===== config.mk =====
export PLATFORM = sky130hd
export DESIGN_NAME = dmem_arbiter_flat
export DESIGN_NICKNAME = d
export VERILOG_FILES = /design/src/rtl/dmem_arb_pkg.sv /design/src/rtl/dmem_arbiter_if.sv /design/src/rtl/dmem_arbiter_rr_picker.sv /design/src/rtl/dmem_arbiter.sv /design/src/flat_wrapper.sv
export SDC_FILE = /design/constraint.sdc
export NUM_CORES = 1
export LEC_CHECK = 0
export CAP_MARGIN = 20
export CORE_AREA = 5 5 88 90
export CTS_BUF_LIST = sky130_fd_sc_hd__clkbuf_4 sky130_fd_sc_hd__clkbuf_8 sky130_fd_sc_hd__clkbuf_16
export CTS_CLUSTER_DIAMETER = 50
export CTS_CLUSTER_SIZE = 30
export DETAILED_ROUTE_END_ITERATION = 8
export DIE_AREA = 0 0 93 95
export PLACE_DENSITY = 0.83
export SYNTH_ARGS = -nofsm -noshare
export SYNTH_HDL_FRONTEND = slang
export SYNTH_SLANG_ARGS = --single-unit

===== constraint.sdc =====
create_clock -name clk -period 2.7 [get_ports clk]
set_input_delay 0.675 -clock clk [delete_from_list [all_inputs] [get_ports clk]]
set_output_delay 0.675 -clock clk [all_outputs]
set_load 0.03 [all_outputs]

===== src/rtl/dmem_arb_pkg.sv =====
// rtl/dmem_arb_pkg.sv - shared types and constants for the data-memory arbiter
package dmem_arb_pkg;

    localparam int NUM_REQ = 2;

    typedef logic [1:0] size_t;

    localparam size_t SIZE_BYTE = 2'b00;
    localparam size_t SIZE_HALF = 2'b01;
    localparam size_t SIZE_WORD = 2'b11;

    typedef logic req_id_t;

endpackage


===== src/rtl/dmem_arbiter_if.sv =====
// rtl/dmem_arbiter_if.sv - requester-side and memory-side bus interfaces
interface dmem_req_if #(
    parameter int MEM_WIDTH  = 8,
    parameter int DATA_WIDTH = 32
);
    import dmem_arb_pkg::*;

    logic                  req;
    logic                  we;
    logic                  lock;
    logic [MEM_WIDTH-1:0]  addr;
    logic [DATA_WIDTH-1:0] wdata;
    size_t                 size;
    logic                  gnt;
    logic                  rvalid;
    logic [DATA_WIDTH-1:0] rdata;

    modport master (output req, we, lock, addr, wdata, size, input gnt, rvalid, rdata);
    modport slave  (input req, we, lock, addr, wdata, size, output gnt, rvalid, rdata);
endinterface

interface dmem_mem_if #(
    parameter int MEM_WIDTH  = 8,
    parameter int DATA_WIDTH = 32
);
    import dmem_arb_pkg::*;

    logic [MEM_WIDTH-1:0]  addr;
    logic [DATA_WIDTH-1:0] wdata;
    logic                  we;
    logic                  re;
    size_t                 size;
    logic [DATA_WIDTH-1:0] rdata;

    modport master (output addr, wdata, we, re, size, input rdata);
    modport slave  (input addr, wdata, we, re, size, output rdata);
endinterface


===== src/rtl/dmem_arbiter_rr_picker.sv =====
// rtl/dmem_arbiter_rr_picker.sv - two-way round-robin one-hot grant picker
module rr_picker
    import dmem_arb_pkg::*;
(
    input  logic [NUM_REQ-1:0] elig,
    input  req_id_t            rr_last,
    output logic [NUM_REQ-1:0] gnt
);

    always_comb begin
        gnt = elig;
        // On a tie the requester that did not win last time goes next.
        if (&elig) begin
            gnt           = '0;
            gnt[~rr_last] = 1'b1;
        end
    end

endmodule


===== src/rtl/dmem_arbiter.sv =====
// rtl/dmem_arbiter.sv - shares one data-memory port between core and loader
module dmem_arbiter
    import dmem_arb_pkg::*;
#(
    parameter int MEM_WIDTH  = 8,
    parameter int DATA_WIDTH = 32
) (
    input  logic        clk,
    input  logic        rst,
    dmem_req_if.slave   r0,
    dmem_req_if.slave   r1,
    dmem_mem_if.master  mem
);

    logic [NUM_REQ-1:0]    req;
    logic [NUM_REQ-1:0]    we;
    logic [NUM_REQ-1:0]    lock;
    logic [NUM_REQ-1:0]    elig;
    logic [NUM_REQ-1:0]    gnt;
    logic [MEM_WIDTH-1:0]  addr  [NUM_REQ];
    logic [DATA_WIDTH-1:0] wdata [NUM_REQ];
    size_t                 size  [NUM_REQ];
    logic                  gnt_any;
    req_id_t               gnt_id;

    req_id_t rr_last_q,    rr_last_d;
    logic    rd_pend_q,    rd_pend_d;
    req_id_t rd_owner_q,   rd_owner_d;
    logic    lock_act_q,   lock_act_d;
    req_id_t lock_owner_q, lock_owner_d;

    assign req   = {r1.req,   r0.req};
    assign we    = {r1.we,    r0.we};
    assign lock  = {r1.lock,  r0.lock};
    assign addr  = '{r0.addr,  r1.addr};
    assign wdata = '{r0.wdata, r1.wdata};
    assign size  = '{r0.size,  r1.size};

    // Registered lock state is used so a release never opens the port in the same cycle.
    assign elig[0] = req[0] && (!lock_act_q || (lock_owner_q == 1'b0));
    assign elig[1] = req[1] && (!lock_act_q || (lock_owner_q == 1'b1));

    rr_picker u_picker (
        .elig    (elig),
        .rr_last (rr_last_q),
        .gnt     (gnt)
    );

    assign gnt_any = |gnt;
    assign gnt_id  = gnt[1];
    assign r0.gnt  = gnt[0];
    assign r1.gnt  = gnt[1];

    always_comb begin
        mem.addr  = '0;
        mem.wdata = '0;
        mem.size  = '0;
        mem.we    = 1'b0;
        mem.re    = 1'b0;
        if (gnt_any) begin
            mem.addr  = addr[gnt_id];
            mem.wdata = wdata[gnt_id];
            mem.size  = size[gnt_id];
            mem.we    = we[gnt_id];
            mem.re    = !we[gnt_id];
        end
    end

    always_comb begin
        rr_last_d    = gnt_any ? gnt_id : rr_last_q;
        rd_pend_d    = gnt_any && !we[gnt_id];
        rd_owner_d   = gnt_any ? gnt_id : rd_owner_q;
        lock_act_d   = lock_act_q;
        lock_owner_d = lock_owner_q;
        if (lock_act_q && !lock[lock_owner_q]) begin
            lock_act_d = 1'b0;
        end
        if (gnt_any && lock[gnt_id]) begin
            lock_act_d   = 1'b1;
            lock_owner_d = gnt_id;
        end
    end

    always_ff @(posedge clk or negedge rst) begin
        if (!rst) begin
            rr_last_q    <= 1'b1;
            rd_pend_q    <= 1'b0;
            rd_owner_q   <= 1'b0;
            lock_act_q   <= 1'b0;
            lock_owner_q <= 1'b0;
        end else begin
            rr_last_q    <= rr_last_d;
            rd_pend_q    <= rd_pend_d;
            rd_owner_q   <= rd_owner_d;
            lock_act_q   <= lock_act_d;
            lock_owner_q <= lock_owner_d;
        end
    end

    // Synchronous memory presents read data in the cycle after the grant; steer it to the issuer.
    assign r0.rvalid = rd_pend_q && (rd_owner_q == 1'b0);
    assign r1.rvalid = rd_pend_q && (rd_owner_q == 1'b1);
    assign r0.rdata  = r0.rvalid ? mem.rdata : '0;
    assign r1.rdata  = r1.rvalid ? mem.rdata : '0;

endmodule


===== src/flat_wrapper.sv =====
// flat-port wrapper written by rule: the top's interface ports become plain ports
module dmem_arbiter_flat import dmem_arb_pkg::*;
#(
    parameter int MEM_WIDTH  = 8,
    parameter int DATA_WIDTH = 32
)
  (clk, rst, r0_req, r0_we, r0_lock, r0_addr, r0_wdata, r0_size, r0_gnt, r0_rvalid, r0_rdata, r1_req, r1_we, r1_lock, r1_addr, r1_wdata, r1_size, r1_gnt, r1_rvalid, r1_rdata, mem_addr, mem_wdata, mem_we, mem_re, mem_size, mem_rdata);
  dmem_req_if #(.MEM_WIDTH(MEM_WIDTH), .DATA_WIDTH(DATA_WIDTH)) r0_i ();
  dmem_req_if #(.MEM_WIDTH(MEM_WIDTH), .DATA_WIDTH(DATA_WIDTH)) r1_i ();
  dmem_mem_if #(.MEM_WIDTH(MEM_WIDTH), .DATA_WIDTH(DATA_WIDTH)) mem_i ();
  input  logic clk;
  input  logic rst;
  input wire logic [$bits(r0_i.req)-1:0] r0_req;
  input wire logic [$bits(r0_i.we)-1:0] r0_we;
  input wire logic [$bits(r0_i.lock)-1:0] r0_lock;
  input wire logic [$bits(r0_i.addr)-1:0] r0_addr;
  input wire logic [$bits(r0_i.wdata)-1:0] r0_wdata;
  input wire logic [$bits(r0_i.size)-1:0] r0_size;
  output wire logic [$bits(r0_i.gnt)-1:0] r0_gnt;
  output wire logic [$bits(r0_i.rvalid)-1:0] r0_rvalid;
  output wire logic [$bits(r0_i.rdata)-1:0] r0_rdata;
  input wire logic [$bits(r1_i.req)-1:0] r1_req;
  input wire logic [$bits(r1_i.we)-1:0] r1_we;
  input wire logic [$bits(r1_i.lock)-1:0] r1_lock;
  input wire logic [$bits(r1_i.addr)-1:0] r1_addr;
  input wire logic [$bits(r1_i.wdata)-1:0] r1_wdata;
  input wire logic [$bits(r1_i.size)-1:0] r1_size;
  output wire logic [$bits(r1_i.gnt)-1:0] r1_gnt;
  output wire logic [$bits(r1_i.rvalid)-1:0] r1_rvalid;
  output wire logic [$bits(r1_i.rdata)-1:0] r1_rdata;
  output wire logic [$bits(mem_i.addr)-1:0] mem_addr;
  output wire logic [$bits(mem_i.wdata)-1:0] mem_wdata;
  output wire logic [$bits(mem_i.we)-1:0] mem_we;
  output wire logic [$bits(mem_i.re)-1:0] mem_re;
  output wire logic [$bits(mem_i.size)-1:0] mem_size;
  input wire logic [$bits(mem_i.rdata)-1:0] mem_rdata;
  assign r0_i.req = r0_req;
  assign r0_i.we = r0_we;
  assign r0_i.lock = r0_lock;
  assign r0_i.addr = r0_addr;
  assign r0_i.wdata = r0_wdata;
  assign r0_i.size = r0_size;
  assign r0_gnt = r0_i.gnt;
  assign r0_rvalid = r0_i.rvalid;
  assign r0_rdata = r0_i.rdata;
  assign r1_i.req = r1_req;
  assign r1_i.we = r1_we;
  assign r1_i.lock = r1_lock;
  assign r1_i.addr = r1_addr;
  assign r1_i.wdata = r1_wdata;
  assign r1_i.size = r1_size;
  assign r1_gnt = r1_i.gnt;
  assign r1_rvalid = r1_i.rvalid;
  assign r1_rdata = r1_i.rdata;
  assign mem_addr = mem_i.addr;
  assign mem_wdata = mem_i.wdata;
  assign mem_we = mem_i.we;
  assign mem_re = mem_i.re;
  assign mem_size = mem_i.size;
  assign mem_i.rdata = mem_rdata;
  dmem_arbiter #(.MEM_WIDTH(MEM_WIDTH), .DATA_WIDTH(DATA_WIDTH)) u_core (.clk(clk), .rst(rst), .r0(r0_i), .r1(r1_i), .mem(mem_i));
endmodule

==> flow_summary_export.csv, run 1 <==
group,metric,value,unit
outcome,outcome,"complete, no violations",
timing,hold_violations,0,
detailed_routing,post_drt_wl_per_cell,16.5,um
timing,tightest_slew,0.342,ns
floorplanning,die_area,8840,um2
global_routing,antenna_found_initial,0,
clocking,clk_path_buf_depth,2,
placement,gp_congestion,0.794,
clocking,insertion_delay,0.21,ns
synthesis,synth_area_leaders,"o21ai_2 (20%), nand4_1 (16%), and2_1 (12%), and3_1 (12%), nand2_1 (9.6%)",
setup_path,path_delay_family,"buffers and inverters",
setup_path,path_cells,"clkdlybuf4s50_1 > and3_1 > clkdlybuf4s50_1",
synthesis,synthArstFlopShare,100,%
global_routing,grt_pass1_vias,2681,
placement,hpwl,7.79,mm
global_routing,grt_first_pass_wirelength,13.6,mm
synthesis,syn-cell-area,1690,um2
synthesis,synth.ff_latch_count,5,
min_path,whs_endpoint,"u_core.rd_owner_q",
clocking,cts_buffers,3,
setup_path,cp_max_fo,2,
timing,period_needed,2.69,ns
timing,maxSlewViolCount,0,
layout,layout_common_cells,"clkdlybuf4s50_1 (146), buf_4 (89), nand2_1 (43), nand4_1 (43), o21ai_2 (39)",
timing,fin_skew,0.000846,ns
global_routing,grt-ovfl-total,0,
power,peakVddDrop,0.430,mV
synthesis,synthesis.nets,381,
setup_path,cp_num_buf_inv,2,
setup_path,required,2.03,ns
power,powerDensity,774,nW/um2
synthesis,syn_avg_cell_area,6.56,um2
timing,max_freq,0.372,GHz
detailed_routing,drt-pass1-iter-count,4,
setup_path,reg2reg_slack,1.28,ns
min_path,min_from,"u_core.rd_owner_q",
synthesis,synth-edff-count,0,
layout,area_growth,142,%
setup_path,cpMostUsedCell,"clkdlybuf4s50_1",
layout,drive_gt1_share,31.3,%
min_path,min_delay_path_depth,2,
global_routing,grt_use_total,18.8,%
clocking,cts_tree,"yes",
layout,diodes,0,
setup_path,cp-start-kind,"input port",
timing,post-route-period-util,99.5,%
detailed_routing,drc,0,
floorplanning,ios,236,
floorplanning,die_w,93,um
clocking,cts-root-buf,"clkbuf_8",
layout,nets,605,
clocking,clock_sinks,5,
timing,slew_headroom,77.1,%
global_routing,grt_max_degree,35,
synthesis,synth-warning-count,0,
layout,final_common_cell,"clkdlybuf4s50_1",
synthesis,synth_ff_type,"dfrtp_1",
setup_path,cp_slowest_stage_delay,0.67,ns
detailed_routing,wl,9.27,mm
timing,holdWs,0.487,ns
floorplanning,core_area,6980,um2
detailed_routing,vias,2818,
detailed_routing,drt_iter0_markers,70,
flow_run,drv_cap,0,
detailed_routing,avgViaCountPerCell,5.01,
synthesis,synth_top_area_share,20.3,%
setup_path,crit_arrival,2.01,ns
setup_path,reg2reg_depth,4,
floorplanning,initial_core_util,24.2,%
synthesis,yosysSeqAreaShare,7.49,%
placement,portBuffers,235,
clocking,clk_pin_slew,0.03,ns
clocking,cts_setup_buffers,0,
power,p_leak,1.90,nW
setup_path,critical_path_class,"in2out",
synthesis,synthDistinctLibCells,32,
setup_path,reg2reg_to,"u_core.lock_owner_q",
floorplanning,rows,31,
synthesis,synthCells,257,
setup_path,r2r_start,"u_core.lock_act_q",
timing,setup_viol,0,
clocking,htreeDepth,1,
setup_path,slowest_stage,"clkdlybuf4s50_1",
layout,post-route-util,58.5,%
setup_path,endpoint_kind,"output port",
synthesis,synth_area_leader_cell,"o21ai_2",
floorplanning,die_y,95,um
min_path,hold_path_class,"reg2reg",
detailed_routing,drtAntennaViolNets,0,
[power breakdown]
group,switching (mW),internal (mW),total [mW],leakage [nW]
combinational,1.68,1.17,2.85,1.82
sequential,0.0496,0.115,0.165,0.0577
clock,0.0324,0.111,0.143,0.0262
total,1.76,1.40,3.16,1.90
[worst max-delay path by stage]
stage	from	to	slack [ns]	cells after the start
global route	mem_rdata[26]	r1_rdata[26]	-0.02	3
floorplan	r1_req	mem_re	0.04	3
global placement	r0_req	mem_addr[1]	-0.13	6
CTS	mem_rdata[29]	r1_rdata[29]	0.03	3
finish	mem_rdata[26]	r1_rdata[26]	0.01	3
detailed placement	r0_req	mem_addr[1]	-0.19	6
[sequential cells by signal, summed over array words and instances, names as in the netlist]
register             flops
u_core.rr_last_q         1
u_core.rd_pend_q         1
u_core.lock_act_q        1
u_core.rd_owner_q        1
u_core.lock_owner_q      1
[logic make-up (layout without fill, tap and decap cells)]
group / Yosys count / count (layout) / share of synthesized area, %
and+or+nand+nor: 161 / 161 / 54.5
AOI/OAI and AO/OA: 56 / 56 / 26.9
buffers and inverters: 35 / 258 / 11.1
DFF: 5 / 5 / 7.49
[worst reg2reg max path, delay by kind of cell (launching register included)]
kind	cells	cell delay [ns]
AND/OR/NAND/NOR	2	0.46
buffers and inverters	1	0.14
flip-flops	1	0.48
AO/OA/AOI/OAI	1	0.22
[per-stage QoR]
step,cells,instance area (um2),power [mW],setup slack (ns),setup TNS [ns]
after floorplan,257,1690,1.87,0.0410,0
after global placement,558,4030,3.01,-0.134,-4.28
after detailed placement,558,4030,3.04,-0.190,-5.91
after CTS,562,4080,3.19,0.0255,0
after global routing,562,4090,3.35,-0.0232,-0.0232
final,562,4090,3.16,0.0142,0
[final cells by class]
| class | count | area, um2 |
|---|---|---|
| Timing Repair Buffer | 252 | 2420 |
| Fill cell | 629 | 2900 |
| Inverter | 2 | 7.51 |
| Clock buffer | 4 | 48.8 |
| Sequential cell | 5 | 126 |
| Multi-Input combinational cell | 217 | 1380 |
| Tap cell | 82 | 103 |
[Yosys cell counts, types with 2 or more instances]
cell type and number:
nand2_1 43, nand4_1 43, o21ai_2 39, and2_1 33, and3_1 32, clkbuf_1 19
buf_2 6, buf_6 6, dfrtp_1 4, o21ai_1 4, a21oi_1 3, nor2_1 3
inv_1 2, o21ai_0 2
[repair_timing]
| action | 4_1_cts | 5_1_grt |
|---|---|---|
| hold buffers | 0 | 0 |
| gates resized for setup | 1 | 3 |
| endpoints found under the setup margin | 46 | 3 |
| hold endpoints to repair | 0 | 0 |
[routing by layer]
layer | GRT usage [%] | wire, um | vias to the layer above | part of all wire, %
met5 | 0 | 0 | - | 0
met4 | 4.52 | 149 | 0 | 1.6
met3 | 5.34 | 962 | 12 | 10
met2 | 36.4 | 4830 | 176 | 52
met1 | 20.0 | 3320 | 1246 | 36
li1 | - | - | 1384 | -
No activity file was read; power rests on OpenSTA's default activity.
==> run 2, diff against run 1 <==
--- a/config.mk
+++ b/config.mk
@@ -13,6 +13,7 @@
 export DETAILED_ROUTE_END_ITERATION = 8
 export DIE_AREA = 0 0 93 95
 export PLACE_DENSITY = 0.83
+export SLEW_MARGIN = 25
 export SYNTH_ARGS = -nofsm -noshare
 export SYNTH_HDL_FRONTEND = slang
 export SYNTH_SLANG_ARGS = --single-unit
==> results of run 2 <==
Same layout as run 1: the final DEF is identical, and so are final timing and power.
==> run 3, diff against run 2 <==
--- a/config.mk
+++ b/config.mk
@@ -6,12 +6,13 @@
 export NUM_CORES = 1
 export LEC_CHECK = 0
 export CAP_MARGIN = 20
-export CORE_AREA = 5 5 88 90
+export CORE_ASPECT_RATIO = 1.2
+export CORE_MARGIN = 5
+export CORE_UTILIZATION = 25
 export CTS_BUF_LIST = sky130_fd_sc_hd__clkbuf_4 sky130_fd_sc_hd__clkbuf_8 sky130_fd_sc_hd__clkbuf_16
 export CTS_CLUSTER_DIAMETER = 50
 export CTS_CLUSTER_SIZE = 30
 export DETAILED_ROUTE_END_ITERATION = 8
-export DIE_AREA = 0 0 93 95
 export PLACE_DENSITY = 0.83
 export SLEW_MARGIN = 25
 export SYNTH_ARGS = -nofsm -noshare
==> constraint.sdc (replaced) <==
create_clock -name clk -period 2.6 [get_ports clk]
set_input_delay 0.65 -clock clk [delete_from_list [all_inputs] [get_ports clk]]
set_output_delay 0.65 -clock clk [all_outputs]
set_load 0.03 [all_outputs]
==> run 3 against run 2 <==
Sequential cell count is the same. Largest cell class unchanged. Critical path depth rose by 4. First-iteration DRC count rose by 47%. Clock power is 12% higher. Design area shrank 0.58%. Register-to-register slack worse by 0.21 ns. Die area shrank 3.8%. Critical path type unchanged. Routed wire length is 3.4% higher. Sequential share of layout area about the same. Worst setup slack improved by 0.090 ns.
==> flow_summary_export.csv, run 3 (synthesis results as in run 1) <==
group,metric,value,unit
setup_path,path_delay_family,"buffers and inverters",
timing,slew_headroom,76.7,%
placement,hpwl,7.94,mm
power,peakVddDrop,0.390,mV
layout,diodes,0,
timing,fin_skew,0.000123,ns
detailed_routing,drt_iter0_markers,103,
global_routing,grt_use_total,21.0,%
timing,rsz0062_at_grt,"no",
setup_path,cp_slowest_stage_delay,0.29,ns
placement,placed_area,3960,um2
detailed_routing,drt-pass1-iter-count,4,
placement,dp.cells,568,
setup_path,slowest_stage,"a21boi_4",
detailed_routing,drtAntennaViolNets,0,
clocking,clk_pin_slew,0.04,ns
placement,gp_congestion,0.842,
clocking,clock_sinks,5,
outcome,outcome,"complete, no violations",
setup_path,cp_max_fo,16,
floorplanning,rows,32,
setup_path,crit_arrival,1.85,ns
power,clkPwrFrac,4.8,%
layout,fin_cells,574,
clocking,insertion_delay,0.23,ns
power,power_frac_seq,5.5,%
timing,fin_setup_tns,0,ns
flow_run,drv_cap,0,
min_path,hold_path_class,"reg2reg",
floorplanning,die_y,100,um
global_routing,grt_pass1_vias,2945,
detailed_routing,drc,0,
setup_path,endpoint_kind,"output port",
detailed_routing,post_drt_wl_per_cell,16.7,um
global_routing,antenna_found_initial,0,
global_routing,grt_max_degree,34,
layout,layout_common_cells,"buf_4 (128), clkdlybuf4s50_1 (122), nand2_1 (43), nand4_1 (43), o21ai_2 (40)",
layout,area_growth,141,%
timing,tightest_slew,0.350,ns
layout,final_common_cell,"buf_4",
floorplanning,ios,236,
setup_path,path_cells,"dlygate4sd2_1 > a21boi_4 > buf_12 > buf_16 > nand2_1 > o21ai_2 > buf_4",
layout,seq_area,126,um2
layout,design_area,4060,um2
clocking,holdBufCountCts,0,
layout,fill_cells,598,
clocking,htreeDepth,1,
timing,post-route-period-util,96.0,%
clocking,cts-root-buf,"clkbuf_8",
power,p_sw_share,56.2,%
power,p_comb_share,89.7,%
power,internal_power,1.45,mW
timing,hold_violations,0,
detailed_routing,wl,9.58,mm
detailed_routing,vias,2870,
floorplanning,core_area,6490,um2
setup_path,cp_num_buf_inv,4,
setup_path,required,1.95,ns
floorplanning,initial_core_util,26.0,%
floorplanning,die_area,8500,um2
clocking,cts_tree,"yes",
timing,period_needed,2.50,ns
layout,nets,614,
power,totalPowerFinal,3.32,mW
layout,drive_gt1_share,38.4,%
clocking,cts_buffers,3,
layout,multiInputGateArea,1390,um2
floorplanning,die_w,85.0,um
clocking,clk_path_buf_depth,2,
setup_path,critical_path_class,"in2out",
detailed_routing,avgViaCountPerCell,5.00,
timing,max_freq,0.401,GHz
placement,portBuffers,235,
global_routing,grt_first_pass_wirelength,14.5,mm
power,powerDensity,816,nW/um2
power,p_leak,1.94,nW
global_routing,grt-ovfl-total,0,
timing,setup_viol,0,
power,p_switching,1.86,mW
timing,maxSlewViolCount,0,
layout,post-route-util,62.6,%
setup_path,cp-start-kind,"input port",
==> run 3: final cells by class <==
class / instances / area share (%)
multi-input cells: 217 / 34.2
inverters: 2 / 0.185
flip-flops and latches: 5 / 3.11
repair buffers: 261 / 58.7
clock buffers: 4 / 1.20
well taps: 85 / 2.62
==> run 3: stage by stage <==
| stage | setup slack, ns | hold WS, ns |
|---|---|---|
| 6_report | 0.104 | 0.563 |
| 2_1_floorplan | 0.175 | 0.354 |
| 4_1_cts | 0.100 | 0.560 |
| 3_5_place_dp | -0.211 | 0.556 |
| 5_1_grt | 0.0208 | 0.575 |
| 3_3_place_gp | -0.190 | 0.519 |
==> run 3: path summary, 6_finish.rpt <==
path	slack (ns)	cells after the start	to	startpoint
min in group asynchronous	0.65	1	u_core.rd_pend_q	rst
worst min register to register	0.56	2	u_core.rr_last_q	u_core.rr_last_q
max in group asynchronous	1.69	1	u_core.rr_last_q	rst
worst min-delay path	0.56	2	u_core.rr_last_q	u_core.rr_last_q
worst max-delay path	0.10	7	mem_wdata[16]	r0_req
worst max register to register	1.07	6	u_core.rd_owner_q	u_core.lock_act_q
==> run 3: per-layer routing <==
metal	vias to the layer above	global-route usage, %	routed length [um]
li1	1399	-	-
met1	1297	21.5	3440
met2	162	40.5	5020
met3	12	5.91	961
met5	-	0	0
met4	0	6.46	153
==> run 3: worst register-to-register path: cells and delay by family, from the launching register on <==
family                 cells  cell delay, ns
buffers and inverters      3            0.41
AOI/OAI and AO/OA          2            0.49
and+or+nand+nor            1            0.04
DFF                        1            0.49
==> run 3: what timing repair did <==
item / CTS / global route
endpoints found under the setup margin: 45 / 0
setup buffers: 1 / 0
resized for setup: 3 / 0
==> run 3: power by group through the flow <==
stage	Combinational, mW	Sequential, mW	Clock [mW]
after detailed placement	2.93	0.181	0
after floorplan	1.79	0.155	0
final	2.98	0.181	0.160
after global routing	3.16	0.185	0.165
after global placement	2.91	0.178	0
after CTS	3.00	0.179	0.161
